--- src/rtl/seq_acc_pkg.sv ---
`default_nettype none
// ============================================================================
//  Module   : seq_acc_pkg
//  Purpose  : Shared types, constants and arithmetic helpers for the
//             seq_result_accumulator slice.
//  Contents : acc_state_e  - accumulator FSM states (IDLE, ACCUM)
//             ACC_MAX/MIN  - saturation limits for the default 32-bit width
//             add_ovf()    - signed overflow detect from operand/sum sign bits
//             sat_add()    - width-generic saturating add (widths up to 64)
//  Revision : 1.0  initial release
// ============================================================================
package seq_acc_pkg;

    // Widest accumulator the width-generic helpers support.
    localparam int ACC_WIDTH_MAX = 64;
    typedef logic [ACC_WIDTH_MAX-1:0] acc_wide_t;

    typedef enum logic {
        IDLE  = 1'b0,
        ACCUM = 1'b1
    } acc_state_e;

    localparam int ACC_WIDTH_DEF = 32;
    localparam logic [ACC_WIDTH_DEF-1:0] ACC_MAX = {1'b0, {(ACC_WIDTH_DEF-1){1'b1}}};
    localparam logic [ACC_WIDTH_DEF-1:0] ACC_MIN = {1'b1, {(ACC_WIDTH_DEF-1){1'b0}}};

    // Same-sign operands producing a sum of the opposite sign.
    function automatic logic add_ovf(input logic a_msb, input logic b_msb, input logic s_msb);
        return (a_msb == b_msb) && (s_msb != a_msb);
    endfunction

    // Adds the low 'width' bits of a and b as signed numbers and clamps to the
    // representable range on overflow. Result is returned in the low 'width'
    // bits; upper bits are zero.
    function automatic acc_wide_t sat_add(input acc_wide_t a, input acc_wide_t b, input int width);
        acc_wide_t mask;
        acc_wide_t sum;
        acc_wide_t max_v;
        acc_wide_t min_v;
        logic      a_msb;
        logic      b_msb;
        logic      s_msb;
        mask  = (width >= ACC_WIDTH_MAX) ? '1 : ((acc_wide_t'(1) << width) - acc_wide_t'(1));
        sum   = (a + b) & mask;
        max_v = mask >> 1;
        min_v = mask & ~max_v;
        a_msb = |(a & min_v);
        b_msb = |(b & min_v);
        s_msb = |(sum & min_v);
        if (add_ovf(a_msb, b_msb, s_msb)) begin
            sum = a_msb ? min_v : max_v;
        end
        return sum;
    endfunction

endpackage
`default_nettype wire

--- src/rtl/seq_acc_fifo.sv ---
`default_nettype none
// ============================================================================
//  Module   : seq_acc_fifo
//  Purpose  : DEPTH x WIDTH first-word-fall-through FIFO holding finished sums.
//             Head word is visible on o_data whenever o_empty is low; o_data
//             reads zero while empty. Pointers wrap explicitly so DEPTH need
//             not be a power of two.
//  Ports    : clk, rst_n (async, active-low)
//             i_clear  - synchronous flush, wins over push and pop
//             i_push / i_data - write request (ignored when full)
//             i_pop    - read request (ignored when empty)
//             o_data, o_full, o_empty
//  Revision : 1.0  initial release
// ============================================================================
module seq_acc_fifo #(
    parameter int DEPTH = 4,
    parameter int WIDTH = 32
) (
    input  logic             clk,
    input  logic             rst_n,
    input  logic             i_clear,
    input  logic             i_push,
    input  logic [WIDTH-1:0] i_data,
    input  logic             i_pop,
    output logic [WIDTH-1:0] o_data,
    output logic             o_full,
    output logic             o_empty
);

    localparam int c_PTR_W = (DEPTH > 1) ? $clog2(DEPTH) : 1;
    localparam int c_CNT_W = $clog2(DEPTH + 1);
    localparam logic [c_PTR_W-1:0] c_LAST  = c_PTR_W'(DEPTH - 1);
    localparam logic [c_CNT_W-1:0] c_FULL  = c_CNT_W'(DEPTH);

    logic [WIDTH-1:0]   r_mem [DEPTH];
    logic [c_PTR_W-1:0] r_wr_ptr;
    logic [c_PTR_W-1:0] r_rd_ptr;
    logic [c_CNT_W-1:0] r_count;
    logic               w_push_en;
    logic               w_pop_en;

    assign o_empty   = (r_count == '0);
    assign o_full    = (r_count == c_FULL);
    assign w_push_en = i_push && !o_full && !i_clear;
    assign w_pop_en  = i_pop && !o_empty && !i_clear;
    assign o_data    = o_empty ? '0 : r_mem[r_rd_ptr];

    always_ff @(posedge clk or negedge rst_n) begin
        if (!rst_n) begin
            r_wr_ptr <= '0;
            r_rd_ptr <= '0;
            r_count  <= '0;
        end else if (i_clear) begin
            r_wr_ptr <= '0;
            r_rd_ptr <= '0;
            r_count  <= '0;
        end else begin
            if (w_push_en) begin
                r_wr_ptr <= (r_wr_ptr == c_LAST) ? '0 : r_wr_ptr + c_PTR_W'(1);
            end
            if (w_pop_en) begin
                r_rd_ptr <= (r_rd_ptr == c_LAST) ? '0 : r_rd_ptr + c_PTR_W'(1);
            end
            case ({w_push_en, w_pop_en})
                2'b10:   r_count <= r_count + c_CNT_W'(1);
                2'b01:   r_count <= r_count - c_CNT_W'(1);
                default: r_count <= r_count;
            endcase
        end
    end

    // Storage needs no reset: the head is masked by o_empty.
    always_ff @(posedge clk) begin
        if (w_push_en) begin
            r_mem[r_wr_ptr] <= i_data;
        end
    end

endmodule
`default_nettype wire

--- src/rtl/seq_result_accumulator.sv ---
`default_nettype none
// ============================================================================
//  Module   : seq_result_accumulator
//  Purpose  : Sums groups of tile_count consecutive signed results from
//             seq_mult_adder into one signed value and queues finished sums
//             in a small first-word-fall-through FIFO.
//  Ports    : clk_i, rst_ni (async, active-low)
//             d_in/valid_in/ready_in    - incoming partial results
//             tile_count                - group size, sampled on first beat
//                                         (0 is treated as 1)
//             clear                     - synchronous flush of everything
//             result/valid_out/ready_out- outgoing sums (FIFO head)
//             busy                      - a group is partially accumulated
//             overflow                  - sticky signed-overflow flag
//  Config   : SEQ_RESULT_ACC_SATURATE_EN - when defined, overflowing sums
//             clamp to the signed range instead of wrapping. ACC_WIDTH must
//             not exceed 64 in that mode.
//  Revision : 1.0  initial release
// ============================================================================
module seq_result_accumulator
    import seq_acc_pkg::*;
#(
    parameter int ACC_WIDTH = 32,
    parameter int CNT_WIDTH = 8,
    parameter int DEPTH     = 4
) (
    input  logic                 clk_i,
    input  logic                 rst_ni,
    input  logic [ACC_WIDTH-1:0] d_in,
    input  logic                 valid_in,
    output logic                 ready_in,
    input  logic [CNT_WIDTH-1:0] tile_count,
    input  logic                 clear,
    output logic [ACC_WIDTH-1:0] result,
    output logic                 valid_out,
    input  logic                 ready_out,
    output logic                 busy,
    output logic                 overflow
);

    acc_state_e           r_state;
    acc_state_e           w_state_nxt;
    logic [ACC_WIDTH-1:0] r_acc;
    logic [ACC_WIDTH-1:0] w_acc_nxt;
    logic [CNT_WIDTH-1:0] r_cnt;
    logic [CNT_WIDTH-1:0] w_cnt_nxt;
    logic [CNT_WIDTH-1:0] r_n;
    logic [CNT_WIDTH-1:0] w_n_nxt;
    logic [CNT_WIDTH-1:0] w_n_first;
    logic [CNT_WIDTH-1:0] w_cnt_inc;
    logic                 r_ovf;
    logic                 w_ovf_nxt;
    logic                 w_ovf_set;

    logic [ACC_WIDTH-1:0] w_sum_wrap;
    logic [ACC_WIDTH-1:0] w_sum;
    logic                 w_sum_ovf;

    logic                 w_accept;
    logic                 w_push;
    logic [ACC_WIDTH-1:0] w_push_data;
    logic                 w_pop;
    logic                 w_fifo_full;
    logic                 w_fifo_empty;

    // ready_in depends only on registered FIFO occupancy, never on ready_out.
    assign ready_in  = !w_fifo_full;
    assign valid_out = !w_fifo_empty;
    assign w_accept  = valid_in && ready_in;
    assign w_pop     = valid_out && ready_out;
    assign busy      = (r_state == ACCUM);
    assign overflow  = r_ovf;

    assign w_n_first  = (tile_count == '0) ? CNT_WIDTH'(1) : tile_count;
    assign w_cnt_inc  = r_cnt + CNT_WIDTH'(1);
    assign w_sum_wrap = r_acc + d_in;
    assign w_sum_ovf  = add_ovf(r_acc[ACC_WIDTH-1], d_in[ACC_WIDTH-1], w_sum_wrap[ACC_WIDTH-1]);

`ifdef SEQ_RESULT_ACC_SATURATE_EN
    acc_wide_t w_sum_wide;
    assign w_sum_wide = sat_add(acc_wide_t'(r_acc), acc_wide_t'(d_in), ACC_WIDTH);
    assign w_sum      = w_sum_wide[ACC_WIDTH-1:0];
`else
    assign w_sum      = w_sum_wrap;
`endif

    // Next-state and datapath control.
    always_comb begin
        w_state_nxt = r_state;
        w_acc_nxt   = r_acc;
        w_cnt_nxt   = r_cnt;
        w_n_nxt     = r_n;
        w_push      = 1'b0;
        w_push_data = d_in;
        w_ovf_set   = 1'b0;

        case (r_state)
            IDLE: begin
                if (w_accept) begin
                    w_n_nxt = w_n_first;
                    if (w_n_first == CNT_WIDTH'(1)) begin
                        // Single-beat group: passes straight through, no add.
                        w_push = 1'b1;
                    end else begin
                        w_acc_nxt   = d_in;
                        w_cnt_nxt   = CNT_WIDTH'(1);
                        w_state_nxt = ACCUM;
                    end
                end
            end
            ACCUM: begin
                if (w_accept) begin
                    w_ovf_set = w_sum_ovf;
                    if (w_cnt_inc == r_n) begin
                        w_push      = 1'b1;
                        w_push_data = w_sum;
                        w_acc_nxt   = '0;
                        w_cnt_nxt   = '0;
                        w_state_nxt = IDLE;
                    end else begin
                        w_acc_nxt = w_sum;
                        w_cnt_nxt = w_cnt_inc;
                    end
                end
            end
            default: begin
                w_state_nxt = IDLE;
            end
        endcase

        // clear discards everything, including a beat accepted this cycle.
        if (clear) begin
            w_state_nxt = IDLE;
            w_acc_nxt   = '0;
            w_cnt_nxt   = '0;
            w_push      = 1'b0;
            w_ovf_set   = 1'b0;
        end

        w_ovf_nxt = clear ? 1'b0 : (r_ovf | w_ovf_set);
    end

    always_ff @(posedge clk_i or negedge rst_ni) begin
        if (!rst_ni) begin
            r_state <= IDLE;
            r_acc   <= '0;
            r_cnt   <= '0;
            r_n     <= CNT_WIDTH'(1);
            r_ovf   <= 1'b0;
        end else begin
            r_state <= w_state_nxt;
            r_acc   <= w_acc_nxt;
            r_cnt   <= w_cnt_nxt;
            r_n     <= w_n_nxt;
            r_ovf   <= w_ovf_nxt;
        end
    end

    seq_acc_fifo #(
        .DEPTH (DEPTH),
        .WIDTH (ACC_WIDTH)
    ) u_fifo (
        .clk     (clk_i),
        .rst_n   (rst_ni),
        .i_clear (clear),
        .i_push  (w_push),
        .i_data  (w_push_data),
        .i_pop   (w_pop),
        .o_data  (result),
        .o_full  (w_fifo_full),
        .o_empty (w_fifo_empty)
    );

endmodule
`default_nettype wire

--- config.mk ---
export PLATFORM = sky130hd
export DESIGN_NAME = seq_result_accumulator
export DESIGN_NICKNAME = d
export VERILOG_FILES = /design/src/rtl/seq_acc_pkg.sv /design/src/rtl/seq_acc_fifo.sv /design/src/rtl/seq_result_accumulator.sv
export SDC_FILE = /design/constraint.sdc
export NUM_CORES = 1
export LEC_CHECK = 0
export BUFFER_PORTS_ARGS = -buffer_cell sky130_fd_sc_hd__buf_2
export CAP_MARGIN = 40
export CELL_PAD_IN_SITES_DETAIL_PLACEMENT = 1
export CELL_PAD_IN_SITES_GLOBAL_PLACEMENT = 2
export CORE_MARGIN = 2
export CORE_UTILIZATION = 40
export DETAILED_ROUTE_END_ITERATION = 12
export PLACE_DENSITY_LB_ADDON = 0.1
export SLEW_MARGIN = 20
export SYNTH_ARGS = -nofsm -noshare
export SYNTH_HDL_FRONTEND = slang
export SYNTH_SLANG_ARGS = --single-unit
export TNS_END_PERCENT = 1
--- constraint.sdc ---
create_clock -name clk_i -period 4.35 [get_ports clk_i]
set_clock_uncertainty 0.05 [all_clocks]
set_input_delay 0.2175 -clock clk_i [delete_from_list [all_inputs] [get_ports clk_i]]
set_output_delay 0.2175 -clock clk_i [all_outputs]
set_load 0.05 [all_outputs]
## Yosys cells after proc, flatten, opt, wreduce, memory -nomap -nowiden

Memory sizes are Yosys's and may differ from the RTL's.
Index checks and enable logic that the tools add are counted.

- Add/sub/neg operators: 6
- Equality and inequality tests: 12
- Multiplexer cells: 43
- Bitwise operators: 2
- Reductions and logical operators: 17

Operators by type and width:

| cell | number |
|---|---|
| $mux 32 | 9 |
| $pmux 32 s2 | 1 |
| $mux 8 | 6 |
| $add 32x32->32 | 1 |
| $mux 1 | 16 |
| $pmux 8 s2 | 1 |
| $mux 2 | 6 |
| $add 8x1->8 const B | 1 |
| $eq 8x1->1 const B | 1 |
| $eq 8x8->1 | 1 |
| $logic_not 8->1 | 1 |
| $logic_and 1x1->1 | 7 |
| $eq 2x2->1 const B | 3 |
| $ne 3x3->1 const B | 2 |
| $pmux 3 s2 | 1 |
| $add 2x1->2 const B | 2 |
| $pmux 1 s2 | 2 |
| $reduce_bool 2->1 | 2 |
| $add 3x1->3 const B | 1 |
| $eq 3x3->1 const B | 1 |
| $logic_not 1->1 | 3 |
| $logic_not 3->1 | 1 |
| $mux 3 | 1 |
| $ne 3x2->1 const B | 1 |
| 9 further kinds | 9 |

- Bits in registers: 57
- Memory bits (writable): 128
- Output and inout port bits: 36
- Memories kept: 1

Memories:

| name | depth | bits a word | rd ports | clocked after memory_dff | wr ports | RTL line | RTL |
|---|---|---|---|---|---|---|---|
| u_fifo.r_mem | 4 | 32 | 1 | 0 | 1 | seq_acc_fifo.sv:35 | `logic [WIDTH-1:0] r_mem [DEPTH];` |

## Logic depth before layout (Yosys ltp)

Gate-level depths: netlist of the first run.

- Depth after elaboration: 12
- Gate-level depth with buffers: 13
- Gate-level depth less buffers: 13

## By module

A second synthesis of the first run with hierarchy kept.

- Cells, all modules: 844
- Area, all modules: 10,077.2 µm²

By module, submodules not included:

| module | instances | cells an instance | area an instance (µm²) | seq. area each (µm²) |
|---|---|---|---|---|
| seq_acc_fifo | 1 | 267 | 5,402.7 | 4,018.9 |
| seq_result_accumulator | 1 | 577 | 4,674.5 | 1,252.5 |

## Worst setup path before layout of the first run

OpenSTA, ideal clock, no wires.

- Kind: register -> register
- Start point: reg r_cnt[0]
- End point: mem u_fifo.r_mem[3][0], enable pin
- Library setup time: 392 ps
- Arrival time: 2,712 ps
- Data required time: 3,908 ps
- Setup slack: 1,196 ps
- Stages on the path, launching flop included: 9
- Path buffers: 0
- Cell sequence: dfrtp_1 ha_1 and3_1 and3_1 xnor3_1 and3_2 a41oi_2 nor3_4 and2_1

- Word-level cells in the longest chain between the ends: 10

RTL lines:

| element | RTL line | RTL |
|---|---|---|
| start, declared | seq_result_accumulator.sv:45 | `logic [CNT_WIDTH-1:0] r_cnt;` |
| start signal, assigned | seq_result_accumulator.sv:153 | `r_cnt <= w_cnt_nxt;` |
| $add 8x1->8 | seq_result_accumulator.sv:75 | `assign w_cnt_inc = r_cnt + CNT_WIDTH'(1);` |
| $eq 8x8->1 | seq_result_accumulator.sv:114 | `if (w_cnt_inc == r_n) begin` |
| $mux 1 | seq_result_accumulator.sv:114 |  |
| $mux 1 | seq_result_accumulator.sv:112 | `if (w_accept) begin` |
| $pmux 1 s2 | seq_result_accumulator.sv:97 | `case (r_state)` |
| $mux 1 | seq_result_accumulator.sv:132 | `if (clear) begin` |
| $logic_and 1x1->1 (2 in series) | seq_acc_fifo.sv:44 | `assign w_push_en = i_push && !o_full && !i_clear;` |
| $mux 1 | seq_acc_fifo.sv:74 | `if (w_push_en) begin` |
| $mux 1 (implied by the code) | seq_acc_fifo.sv:75 | `r_mem[r_wr_ptr] <= i_data;` |
| end, declared | seq_acc_fifo.sv:35 |  |

No other way between the ends.

## Worst setup path in the final report of the first run

- Start point: reg r_acc[0]
- End point: mem u_fifo.r_mem[0][30], data pin

- Word-level cells in the longest chain between the ends: 4

RTL lines:

| element | RTL line | RTL |
|---|---|---|
| start, declared | seq_result_accumulator.sv:43 | `logic [ACC_WIDTH-1:0] r_acc;` |
| start signal, assigned | seq_result_accumulator.sv:152 | `r_acc <= w_acc_nxt;` |
| $add 32x32->32 | seq_result_accumulator.sv:76 | `assign w_sum_wrap = r_acc + d_in;` |
| $mux 32 | seq_result_accumulator.sv:114 |  |
| $mux 32 | seq_result_accumulator.sv:112 |  |
| $mux 32 | seq_result_accumulator.sv:97 |  |
| named net u_fifo.i_data[30] | seq_acc_fifo.sv:23 | `input logic [WIDTH-1:0] i_data,` |

The timed path passes the listed nets, and every way through them passes these cells.

==> flow_metrics.tcl, run 1 <==
set metrics [dict create \
    ant_nets 0 \
    final.setup.tns_ns 0 \
    die_area_um2 25300 \
    hold_buffers 13 \
    switching_share_pct 31.8 \
    rsz0062_at_grt "false" \
    p_clk_share_pct 33.3 \
    start_util_pct 40.8 \
    r2r-start "r_acc[0]" \
    dpl_cell_area_um2 10500 \
    nNetsFinal 936 \
    synth_top_family_by_area "simple AND/OR/NAND/NOR gates" \
    leakagePower_uw 0.00430 \
    timing.final.crit_period_ns 3.51 \
    htree_levels 4 \
    synth-compound-area-share_pct 10.5 \
    avgRoutedWirePerCell_um 21.5 \
    drc 0 \
    routabilityCongestion 0.833 \
    total_power_uw 4500 \
    final_cell_mix "edfxtp_1 (128), buf_2 (80), nor2_1 (75)" \
    syn_area_um2 9610 \
    ctsLongestPathBuffers 2 \
    power.density_nw_per_um2 403 \
    final_layout_size_suffix_gt1_share_pct 22.7 \
    synth.distinct_cells 66 \
    hp-class "input pin to register" \
    yosysSeqAreaShare_pct 54.9 \
    vias 6581 \
    relSlewSlack_pct 49.3 \
    numCtsBuffers 17 \
    slew_violations 0 \
    io_buffers 80 \
    synth_seq_cells 185 \
    fmax_ghz 0.285 \
    cts_tree "built" \
    clkTransAtPathRegs_ns 0.07 \
    dpl.cell_count 1139 \
    synth_edf_count 128 \
    power.switching_uw 1430 \
    critPathMaxFanout 4 \
    antenna_found_initial 1 \
    yosysWarnings 0 \
    area_growth_syn_to_layout_pct 16.1 \
    overflow 0 \
    p_int_uw 3070 \
    grt_pass1_wl_um 40800 \
    vdd_ir_drop_max_mv 0.244 \
    grt_pass1_vias 7147 \
    core_um2 23500 \
    grt_max_degree 47 \
    startpoint_type "register" \
    synthFlopType "edfxtp_1" \
    stdcell_count 1184 \
    hold_viol_final 0 \
    async_reset_ff_share_pct 30.8 \
    grt_usage_pct 20.8 \
    utilization_pct 47.4 \
    min_from "d_in[16]" \
    synthAdderAreaFrac_pct 5.24 \
    cp.arrival_ns 3.64 \
    worstPathRequired_ns 4.48 \
    die_h_um 159 \
    synth.area.mux_share_pct 11.4 \
    drt_pass1_iterations 5 \
    clk_latency_ns 0.43 \
    max_slew.worst_pin.slew_ns 0.758 \
    die_w_um 159 \
    synth_xor_area_share_pct 4.14 \
    end_kind "register" \
    startpoint "r_acc[0]" \
    pin_count 81 \
    layout_commonest_cell "edfxtp_1" \
    dp_hpwl_um 17800 \
    p_comb_share_pct 22.4 \
    root_buffer "clkbuf_16" \
    critPathKind "register to register" \
    syn_nets 840 \
    status "complete, no violations" \
    syn_area_per_cell_um2 12.7 \
    fin_area_um2 11200 \
    cts.sinks 185 \
    via_per_inst 5.56 \
    synthSimpleGateAreaFrac_pct 11.5 \
    cts_resized 0 \
    finalCritPeriodShare_pct 80.7 \
    cts_setup_buffers 0 \
    syn-instance-count 756 \
    seqPwrFrac_pct 44.3 \
    setup_viol 0 \
    wirelength_um 25400 \
    maxCapViolCount 0 \
    drtIter0Drc 452 \
    rows 56 \
]
-- synth_stat cells (5+ instances only) --
master,number,area (µm²)
nand2_1,46,173
o21ai_1,5,25.0
inv_1,18,67.6
mux4_2,32,721
edfxtp_1,128,3840
nor3_1,27,135
o21ai_0,32,160
buf_2,5,25.0
a22oi_1,7,52.6
a21oi_1,31,155
a21o_1,7,52.6
mux2_1,14,158
nor2_1,75,282
nand3_1,9,45.0
dfrtp_1,56,1400
mux2_2,16,180
clkbuf_1,23,86.3
a221oi_1,19,166
and3_1,5,31.3
xor2_1,16,140
xnor2_1,25,219
and2_1,40,250
ha_1,37,463
-- critical path, stage by stage (launching register included) --
cell      delay (ns)
dfrtp_1         0.40
ha_1            0.22
fa_1            0.41
a21oi_1         0.23
o221ai_1        0.26
a21oi_2         0.27
o21ai_2         0.10
a41oi_2         0.30
o21ai_1         0.15
a221oi_1        0.34
xor2_1          0.13
o21ai_0         0.39
-- final timing paths --
path / to / slack [ns] / depth (start not counted)
max in group asynchronous: r_n[0] / 3.48 / 4
max: u_fifo.r_mem[0][30] / 0.84 / 11
min in group asynchronous: r_acc[19] / 0.21 / 3
max reg2reg: u_fifo.r_mem[0][30] / 0.84 / 11
min: r_acc[16] / 0.04 / 3
min reg2reg: r_cnt[7] / 0.47 / 2
-- sequential cells by signal, summed over array words and instances (netlist names) --
name,flops
u_fifo.r_mem,128
r_n,8
overflow,1
u_fifo.r_wr_ptr,2
u_fifo.r_count,3
u_fifo.r_rd_ptr,2
r_acc,32
r_cnt,8
busy,1
-- power by group through the flow --
stage          registers, µW  clock network, µW  logic, µW
2_1_floorplan           2020                  0        730
4_1_cts                 1990               1540       1020
5_1_grt                 2000               1610       1110
3_3_place_gp            2040                  0        959
6_report                1990               1500       1010
3_5_place_dp            2030                  0       1000
-- cells by family after synthesis --
| logic type | Yosys count |
|---|---|
| buf+inv | 52 |
| xor+xnor | 43 |
| fa+ha+maj | 39 |
| simple gates | 226 |
| mux | 66 |
| flops | 185 |
| compound gates | 145 |
-- stage by stage --
step / setup slack (ns) / hold WS, ns
floorplan: 1.20 / -0.128
global placement: 1.01 / 0.404
detailed placement: 0.878 / 0.129
CTS: 0.847 / 0.0227
global route: 0.539 / 0.0511
finish: 0.841 / 0.0439
-- area by class of cell --
class / count / area, µm²
Tap cell: 319 / 399
Sequential cell: 185 / 5270
Antenna cell: 1 / 2.50
Fill cell: 2497 / 12400
Inverter: 18 / 67.6
Clock buffer: 17 / 425
Clock inverter: 14 / 140
Multi-Input combinational cell: 519 / 4130
Timing Repair Buffer: 111 / 718
-- routing by layer --
metal  global-route usage, %  wire (µm)  vias up
li1                        -          -     3040
met1                    28.4      11700     3385
met2                    35.1      12500      137
met3                    3.62       1020       19
met4                    4.67        257        0
met5                       0          0        -
Power figures use the tool's default switching activity.
==> run 2: changes to the inputs <==
Settings changed: ABC_AREA set to 1, CORE_UTILIZATION 40 to 33.
Clock period 4.35 ns to 3 ns, I/O delays scaled along.
==> flow_metrics.tcl, run 2 <==
set metrics [dict create \
    status "complete, no violations" \
    synth_edf_count 128 \
    r2r_cells 14 \
    max_stage_delay_ns 0.41 \
    synth_seq_cells 185 \
    stdcell_count 1775 \
    r2r_end "u_fifo.r_mem[3][18]" \
    grt_pass1_vias 9060 \
    synth.top_cell.area_share_pct 37.2 \
    routabilityCongestion 0.801 \
    drtIter0Drc 333 \
    drc 0 \
    core_um2 30700 \
    vias 8740 \
    critPathKind "register to register" \
    end_kind "register" \
    grt_usage_pct 20.5 \
    seqPwrFrac_pct 34.2 \
    cp.buffers_inverters 0 \
    synth.distinct_cells 42 \
    die_area_um2 32800 \
    maxCapViolCount 0 \
    async_reset_ff_share_pct 30.8 \
    cp.arrival_ns 2.84 \
    dp_hpwl_um 23700 \
    pin_count 81 \
    startpoint_type "register" \
    top_regs "u_fifo.r_mem: 128 flops, r_acc: 32 flops" \
    fin_hold_ws_ns 0.0317 \
    path_common_cell "nand2_1" \
    yosys-top-cells-area "edfxtp_1 (37%), dfrtp_1 (14%), nand2_1 (11%)" \
    worstPathRequired_ns 3.03 \
    slowest_stage "fa_1" \
    leakagePower_uw 0.00539 \
    io_buffers 80 \
    rows 64 \
    clkTransAtPathRegs_ns 0.08 \
    start_util_pct 33.6 \
    root_buffer "clkbuf_16" \
    avgRoutedWirePerCell_um 18.4 \
    finalCritPeriodShare_pct 93.5 \
    die_w_um 181 \
    final_layout_size_suffix_gt1_share_pct 13.0 \
    slew_violations 0 \
    nNetsFinal 1449 \
    synthFlopType "edfxtp_1" \
    syn_area_per_cell_um2 8.27 \
    die_h_um 181 \
    cts_setup_buffers 0 \
    max_slew.worst_pin.slew_ns 0.745 \
    synth_top_area_cell "edfxtp_1" \
    final_cell_mix "nand2_1 (309), nor2_1 (199), o21ai_0 (144)" \
    ctsLongestPathBuffers 2 \
    htree_levels 4 \
    top_register "u_fifo.r_mem" \
    rsz0062_at_grt "false" \
    area_growth_syn_to_layout_pct 18.4 \
    fmax_ghz 0.357 \
    crit_path_end "u_fifo.r_mem[3][18]" \
    startpoint "r_acc[0]" \
    syn_area_um2 10300 \
    grt_pass1_wl_um 51700 \
    hold_viol_final 0 \
    largest_register_ff_count 128 \
    p_int_uw 5110 \
    ant_nets 0 \
    overflow 0 \
    crit_family "simple AND/OR/NAND/NOR gates" \
    dpl.cell_count 1727 \
    yosysWarnings 0 \
    relSlewSlack_pct 49.8 \
    grt_max_degree 41 \
    crit_chain "ha_1, fa_1, nand3_1, nand2_1, nand3_1, nand2_1, nand2_1, nand3_1, nand2_1, nand2_1, nand2_1, nand2_1, nand2_1, o21ai_0" \
    layout_commonest_cell "nand2_1" \
    synth_most_common_cell "nand2_1" \
    r2r-start "r_acc[0]" \
    p_comb_share_pct 39.9 \
    antenna_found_initial 0 \
    syn-instance-count 1250 \
    switching_share_pct 43.0 \
    critPathMaxFanout 4 \
    synth_commonest_cells "nand2_1 (309), nor2_1 (205), o21ai_0 (145), edfxtp_1 (128), inv_1 (105)" \
    worstSetupPathDepth 14 \
    power.density_nw_per_um2 732 \
    p_clk_share_pct 25.9 \
    vdd_ir_drop_max_mv 0.408 \
    syn_nets 1334 \
    yosysSeqAreaShare_pct 51.0 \
    clk_latency_ns 0.44 \
    numCtsBuffers 17 \
    wirelength_um 32600 \
    via_per_inst 4.92 \
    power.switching_uw 3860 \
    timing.final.crit_period_ns 2.80 \
    cts.sinks 185 \
    ff2ff_setup_slack_ns 0.20 \
    hp-class "input pin to register" \
    setup_viol 0 \
    drt_pass1_iterations 4 \
    cts_tree "built" \
]
-- run 2: cell types whose count changed after synthesis, moves of 20 or more --
cell     before  now
a21oi_1      31   73
and2_1       40    1
inv_1        18  105
mux4_2       32    0
nand2_1      46  309
nand3_1       9   47
nor2_1       75  205
o21ai_0      32  145
xnor2_1      25    5
-- run 2: tightest hold or removal path, cell delays in order --
cell and delay, ns:
buf_2 0.13, nand2_1 0.06, nand2_1 0.06, nand2_1 0.04
nand2_1 0.05
-- run 2: layer usage --
metal	track usage, %	part of all wire [%]	vias up
li1	-	-	4396
met1	28.5	50	4213
met2	34.4	47	112
met3	2.82	2.7	19
met4	4.00	0.88	0
met5	0	0	-
-- run 2: cells by family after synthesis --
group / share of synthesized area, %
xor gates and xnor gates: 1.86
buffers and inverters: 5.83
and+or+nand+nor: 23.3
adders and majority gates: 4.86
AOI/OAI and AO/OA: 13.2
DFF: 51.0
-- run 2: area by class of cell --
class,count,area (µm²)
fillers,3681,18500
well taps,396,495
flip-flops and latches,185,5270
repair buffers,139,956
multi-input cells,914,4520
clock inverters,13,159
clock buffers,19,433
diodes,1,2.50
inverters,108,407
-- run 2: power by group through the flow --
stage               logic, µW  registers, µW  clock network, µW
finish                   3580           3070               2320
detailed placement       3590           3120                  0
global route             3950           3100               2490
CTS                      3620           3070               2390
floorplan                2560           3050                  0
global placement         3580           3120                  0
-- run 2: timing repair --
item | in CTS | in global routing
endpoints found under the setup margin | 0 | 19
hold buffers | 15 | 0
resized for setup | 0 | 5
endpoints found under the hold margin | 35 | 0
-- run 2: stage by stage --
stage               utilization (%)  cell area [µm²]  TNS (ns)  worst slack (ns)  power, µW
floorplan                         -            10300    -55.28            -0.432       5610
global placement               37.4            11500         0            0.0272       6700
detailed placement             37.4            11500         0            0.0217       6710
CTS                            39.8            12200         0           0.00207       9070
global route                   39.8            12200         0           0.00628       9540
finish                         39.8            12200         0             0.196       8970
-- run 2: how the worst min path moves through the flow --
stage                         from   endpoint  slack (ns)  cells after the start
final                     d_in[27]  r_acc[27]        0.03                      5
after global routing      d_in[24]  r_acc[24]        0.04                      5
after CTS                 d_in[12]  r_acc[12]       0.009                      5
after detailed placement    rst_ni   r_cnt[7]        0.16                      1
after global placement      rst_ni   r_cnt[7]        0.14                      1
after floorplan             rst_ni       busy       -0.20                      0
